===== src/rtl/pipelined_addsub.sv =====
// -----------------------------------------------------------------------------
// pipelined_addsub
//
// Purpose:
//   Two's-complement add/subtract unit. The carry chain is split into STAGES
//   equal slices with one register boundary per slice, so wide operands still
//   close timing. A valid/ready handshake on both sides lets the unit drop into
//   any streaming datapath. Results come out in acceptance order, and up to
//   STAGES beats are held while the consumer stalls.
//
// Parameters:
//   WIDTH   operand/result width, >= 2, must be a multiple of STAGES
//   STAGES  pipeline depth = number of carry slices, >= 1
//
// Ports:
//   clk        clock, all state on the rising edge
//   rst        synchronous active-high reset
//   in_valid   operand beat present
//   in_ready   unit can accept a beat this cycle
//   a, b       operands
//   cin        carry-in (add) / borrow-in (sub)
//   sub        0: a+b+cin, 1: a-b-cin
//   sat        (only with ADDSUB_SATURATE_EN) clamp result on signed overflow
//   out_valid  result beat present
//   out_ready  consumer accepts the result this cycle
//   sum        result, wrapped mod 2^WIDTH (or clamped when saturating)
//   cout       raw carry out of the adder MSB (sub: 1 = no borrow)
//   overflow   signed overflow of the operation (on the unsaturated sum)
//
// Configuration:
//   Define ADDSUB_SATURATE_EN to add the `sat` input and the clamping logic.
//   Without it the result always wraps.
// -----------------------------------------------------------------------------
module pipelined_addsub #(
  parameter int WIDTH  = 16,
  parameter int STAGES = 2
) (
  input  logic             clk,
  input  logic             rst,
  input  logic             in_valid,
  output logic             in_ready,
  input  logic [WIDTH-1:0] a,
  input  logic [WIDTH-1:0] b,
  input  logic             cin,
  input  logic             sub,
`ifdef ADDSUB_SATURATE_EN
  input  logic             sat,
`endif
  output logic             out_valid,
  input  logic             out_ready,
  output logic [WIDTH-1:0] sum,
  output logic             cout,
  output logic             overflow
);

  localparam int SW = WIDTH / STAGES;

  // Refuse to build a pipeline whose slices would not tile the word exactly.
  if ((WIDTH < 2) || (STAGES < 1) || ((WIDTH % STAGES) != 0)) begin : g_paramCheck
    $error("pipelined_addsub: WIDTH must be >= 2 and a multiple of STAGES >= 1");
  end

  // Per-stage inputs. Index k holds what stage k consumes this cycle: the
  // ports for stage 0, and the registers of stage k-1 otherwise.
  logic [WIDTH-1:0] w_aIn   [STAGES];
  logic [WIDTH-1:0] w_bIn   [STAGES];
  logic [WIDTH-1:0] w_sumIn [STAGES];
  logic             w_cIn   [STAGES];
  logic             w_validIn [STAGES];
`ifdef ADDSUB_SATURATE_EN
  logic             w_satIn [STAGES];
`endif

  logic [STAGES-1:0] r_valid;
  logic [STAGES-1:0] w_ready;
  logic [WIDTH-1:0]  r_sum;
  logic              r_cout;
  logic              r_ovf;

  // Subtraction is folded into the adder here: invert b and the carry-in once,
  // and every slice after this point just adds.
  assign w_aIn[0]     = a;
  assign w_bIn[0]     = sub ? ~b : b;
  assign w_cIn[0]     = sub ? ~cin : cin;
  assign w_sumIn[0]   = '0;
  assign w_validIn[0] = in_valid;
`ifdef ADDSUB_SATURATE_EN
  assign w_satIn[0]   = sat;
`endif

  // Stage k may load when some stage from k up to the output has a free slot,
  // or when the consumer is draining the output. This is the closed form of
  // "empty or downstream advancing", so there is no ripple through a chain.
  for (genvar k = 0; k < STAGES; k++) begin : g_ready
    assign w_ready[k] = out_ready | ~(&r_valid[STAGES-1:k]);
  end

  assign in_ready  = w_ready[0];
  assign out_valid = r_valid[STAGES-1];
  assign sum       = r_sum;
  assign cout      = r_cout;
  assign overflow  = r_ovf;

  // Valid bits shift forward whenever their stage can load. Bubbles move
  // forward the same way, so a stage that loads from an empty predecessor
  // becomes empty.
  always_ff @(posedge clk) begin
    if (rst) begin
      r_valid <= '0;
    end else begin
      if (w_ready[0]) r_valid[0] <= in_valid;
      for (int k = 1; k < STAGES; k++) begin
        if (w_ready[k]) r_valid[k] <= r_valid[k-1];
      end
    end
  end

  for (genvar k = 0; k < STAGES; k++) begin : g_stage
    logic [SW:0]      w_slice;
    logic [WIDTH-1:0] w_sumNext;
    logic             w_load;

    // Data registers load only on a real beat. Idle operand values, which may
    // be X, never get into the pipe.
    assign w_load  = w_ready[k] & w_validIn[k];
    assign w_slice = {1'b0, w_aIn[k][k*SW +: SW]} + {1'b0, w_bIn[k][k*SW +: SW]}
                     + {{SW{1'b0}}, w_cIn[k]};

    // Insert this slice's result into the partial sum built by earlier stages.
    always_comb begin
      w_sumNext = w_sumIn[k];
      w_sumNext[k*SW +: SW] = w_slice[SW-1:0];
    end

    if (k < STAGES-1) begin : g_mid
      logic [WIDTH-1:0] r_a;
      logic [WIDTH-1:0] r_b;
      logic [WIDTH-1:0] r_part;
      logic             r_carry;
`ifdef ADDSUB_SATURATE_EN
      logic             r_sat;
`endif

      // Skewed pipeline register. The operands ride along so that later
      // stages can add their upper slices. The finished lower sum bits and
      // this slice's carry move forward with them.
      always_ff @(posedge clk) begin
        if (rst) begin
          r_a     <= '0;
          r_b     <= '0;
          r_part  <= '0;
          r_carry <= 1'b0;
`ifdef ADDSUB_SATURATE_EN
          r_sat   <= 1'b0;
`endif
        end else if (w_load) begin
          r_a     <= w_aIn[k];
          r_b     <= w_bIn[k];
          r_part  <= w_sumNext;
          r_carry <= w_slice[SW];
`ifdef ADDSUB_SATURATE_EN
          r_sat   <= w_satIn[k];
`endif
        end
      end

      assign w_aIn[k+1]     = r_a;
      assign w_bIn[k+1]     = r_b;
      assign w_sumIn[k+1]   = r_part;
      assign w_cIn[k+1]     = r_carry;
      assign w_validIn[k+1] = r_valid[k];
`ifdef ADDSUB_SATURATE_EN
      assign w_satIn[k+1]   = r_sat;
`endif
    end else begin : g_last
      logic [WIDTH-1:0] w_sumFinal;
      logic             w_ovf;

      // Signed overflow: both addends have the same sign (after the b
      // inversion for subtract), but the raw sum has the other sign.
      assign w_ovf = (w_aIn[k][WIDTH-1] == w_bIn[k][WIDTH-1]) &&
                     (w_sumNext[WIDTH-1] != w_aIn[k][WIDTH-1]);

      // On a saturating overflow, clamp toward the sign of a. Overflow is only
      // possible when a and b' share that sign.
      always_comb begin
        w_sumFinal = w_sumNext;
`ifdef ADDSUB_SATURATE_EN
        if (w_satIn[k] && w_ovf) begin
          w_sumFinal = w_aIn[k][WIDTH-1] ? {1'b1, {(WIDTH-1){1'b0}}}
                                         : {1'b0, {(WIDTH-1){1'b1}}};
        end
`endif
      end

      // Output registers. They change only when a valid beat moves in, so a
      // stalled result stays steady for the consumer.
      always_ff @(posedge clk) begin
        if (rst) begin
          r_sum  <= '0;
          r_cout <= 1'b0;
          r_ovf  <= 1'b0;
        end else if (w_load) begin
          r_sum  <= w_sumFinal;
          r_cout <= w_slice[SW];
          r_ovf  <= w_ovf;
        end
      end
    end
  end

endmodule


===== config.mk =====
export PLATFORM = sky130hd
export DESIGN_NAME = pipelined_addsub
export DESIGN_NICKNAME = d
export VERILOG_FILES = /design/src/rtl/pipelined_addsub.sv
export SDC_FILE = /design/constraint.sdc
export NUM_CORES = 1
export LEC_CHECK = 0
export ABC_AREA = 1
export BUFFER_PORTS_ARGS = -buffer_cell sky130_fd_sc_hd__clkbuf_2
export CAP_MARGIN = 25
export CORE_MARGIN = 5
export CORE_UTILIZATION = 34
export DETAILED_ROUTE_END_ITERATION = 8
export HOLD_SLACK_MARGIN = 0.03
export SLEW_MARGIN = 20
export SYNTH_ARGS = -nofsm -noshare
export SYNTH_HDL_FRONTEND = slang
export SYNTH_SLANG_ARGS = --single-unit

===== constraint.sdc =====
create_clock -name clk -period 3.4 [get_ports clk]
set_clock_uncertainty 0.15 [all_clocks]
set_input_delay 0.17 -clock clk [delete_from_list [all_inputs] [get_ports clk]]
set_output_delay 0.17 -clock clk [all_outputs]
set_load 0.01 [all_outputs]

==> qor.yml <==
drt:
  firstDrtPassIters: 4
  antenna_left: 0
  route.detailed.drc: 0
  drt_iter0_drc: 96
  vias: 2180
  post_drt_via_cell_ratio: 4.476
  post_drt_wl_per_cell_um: 11.31
  routed_wl_um: 5508
clock_tree:
  htreeDepth: 2
  clock_sinks: 45
  cts_inserted_buffers: 5
  clk_latency_ns: 0.30
  root_buffer: "clkbuf_8"
  ctsLongestPathBuffers: 2
  postCtsSetupRepairBufs: 0
  cts_resized: 0
  clk_pin_slew_ns: 0.09
  cts_tree: "built"
floorplan:
  die_area_um2: 9069
  rows: 31
  ioPinCount: 58
  start_util_pct: 34.42
  die_h_um: 95.23
  die_w_um: 95.23
  coreArea_um2: 7176
final_layout:
  area_growth_pct: 22.04
  antenna_cells: 0
  layout.nets: 443
  fillers: 770
  fin_cells: 487
  drive_gt1_share_pct: 19.85
  seq_area_um2: 900.9
  multi_input_area_um2: 1346
  post-route-util_pct: 42.01
global_routing:
  grt_pass1_vias: 2108
  grtUsageMet1_pct: 17.82
  grt_antenna_before_repair: 0
  globalRouteMet3Util_pct: 2.447
  track_usage_pct: 12.89
  grtUsageMet2_pct: 20.29
  grt_pass1_wl_um: 9418
  grt.busiest_layer: "met2"
  grt_start_max_net_pins: 37
  overflow: 0
setup_path:
  end_kind: "flip-flop"
  rrSetupSlack_ns: 1.35
  path_class: "flip-flop to flip-flop"
  cp_max_fo: 3
  required_ns: 3.44
  cp.arrival_ns: 2.09
  cp-start-kind: "flip-flop"
yosys:
  ys_seq_area_share_pct: 36.47
  synth_edf_count: 0
  yosysTopAreaCell: "dfxtp_1"
  syn_area_um2: 2470
  yosysUniqueCellTypes: 28
  synth_area_leaders: "dfxtp_1 36%, nor2_1 7.8%, ha_1 7.1%, nand2_1 5.9%, o21ai_0 5.1%"
  syn-num-nets: 378
  synth_top_flop_cell: "dfxtp_1"
  ys.warnings.count: 0
  synth_top_area_share_pct: 36.47
  synthCells: 322
  synthArstFlopShare_pct: 0
  syn_area_per_cell_um2: 7.670
  synth_seq_cells: 45
power_and_ir_drop:
  combinationalPowerShare_pct: 25.4
  seqPwrFrac_pct: 48.1
  p_clk_share_pct: 26.5
  swShare_pct: 31.43
  leakage_nw: 1.479
  cellPowerDensity_nw_per_um2: 412.2
  switchingPower_mw: 0.3905
  vdd_ir_drop_max_mv: 0.1540
  p_int_mw: 0.8519
sta:
  finalSetupViolCount: 0
  drv_slew: 0
  timing.hold.ws_ns: 0.02778
  relSlewSlack_pct: 41.85
  fmax_mhz: 487.0
  worstMarginPinSlew_ns: 0.8713
  period_needed_ns: 2.053
  final.setup.tns_ns: 0
  rsz0062_at_grt: "no"
  finalCritPeriodShare_pct: 60.39
  final-hold-violation-count: 0
place:
  port_buffers: 57
  place_congestion: 0.7973
  dp.cells: 465
  dp_hpwl_um: 4165
worst_hold_path:
  holdCritPathClass: "input port to flip-flop"
flow_run:
  drv_cap: 0
status:
  status: "finished, final reports clean"
-- state kept, by name, summed over array words and instances, names as in the netlist --
register and cells:
cout 1, g_stage.g_mid.r_a 8, g_stage.g_mid.r_b 8, g_stage.g_mid.r_carry 1, g_stage.g_mid.r_part 8, overflow 1
r_valid 2, sum 16
-- final timing paths --
kind / from / to / cells after the start
max: g_stage[0].g_mid.r_a[8] / sum[12] / 7
min: rst / overflow / 2
max reg2reg: g_stage[0].g_mid.r_a[8] / sum[12] / 7
min reg2reg: g_stage[0].g_mid.r_part[7] / sum[7] / 2
-- logic make-up after synthesis --
| group | synth area share (%) |
|---|---|
| XOR/XNOR | 8.156 |
| AO/OA/AOI/OAI | 14.44 |
| buffers and inverters | 9.017 |
| AND/OR/NAND/NOR | 21.58 |
| flip-flops | 36.47 |
| adder cells (fa/ha/maj) | 10.33 |
-- worst max-delay path, cell delays in order, from the launching register on --
cell,delay (ns)
dfxtp_1,0.34
fa_1,0.46
fa_1,0.44
nand3_1,0.10
nand3_1,0.08
xor2_1,0.16
o21ai_0,0.16
inv_1,0.05
-- cell type report --
type	count	share of cell area [%]
Multi-Input combinational cell	230	44.67
Clock inverter	2	0.4981
Timing Repair Buffer	71	14.11
Tap cell	99	4.110
Clock buffer	6	2.408
Inverter	34	4.317
Sequential cell	45	29.89
-- power groups by stage --
stage	combinational [mW]	sequential, mW	clock, mW
detailed placement	0.305	0.610	0
floorplan	0.219	0.611	0
CTS	0.319	0.598	0.341
global route	0.364	0.603	0.358
finish	0.315	0.598	0.329
global placement	0.302	0.609	0
-- cells in the final DEF (no fill, tap or decap), drive strengths merged --
| cell type | instances |
|---|---|
| dfxtp | 45 |
| fa | 4 |
| clkinvlp | 2 |
| clkbuf | 63 |
| inv | 34 |
| nor2 | 52 |
| dlygate4sd3 | 14 |
| a21oi | 26 |
| o21ai | 38 |
| nand2 | 42 |
| xor2 | 13 |
| nand3 | 21 |
| xnor2 | 10 |
| ha | 14 |
| o211ai | 1 |
| or2 | 1 |
| a211oi | 2 |
| nand4 | 5 |
| a31oi | 1 |
-- metal layers --
metal  vias to the layer above  routed length [um]  part of all wire (%)
met4                         0                  63                   1.1
met3                         5                 308                   5.6
met5                         -                   0                     0
met2                        55                2378                    43
li1                       1176                   -                     -
met1                       944                2757                    50
-- timing repair --
item / CTS / global route
hold buffers: 14 / 0
endpoints found under the setup margin: 0 / 0
hold endpoints to repair: 14 / 0
-- per-stage QoR --
step	worst slack [ns]	power (mW)	instance area (um2)
after detailed placement	1.107	0.9150	2786
after CTS	1.361	1.258	3014
after global placement	1.131	0.9109	2786
after global routing	1.229	1.325	3014
final	1.347	1.242	3014
after floorplan	1.341	0.8305	2470
-- synthesized netlist by cell type (5+ instances only) --
cell     number
a21oi_1      24
inv_1        32
nand3_1      17
ha_1         14
o21ai_1      13
nor2_1       51
nand4_1       5
dfxtp_1      45
o21ai_0      25
xor2_1       13
xnor2_1      10
nand2_1      39
No activity file was read; power rests on OpenSTA's default activity.
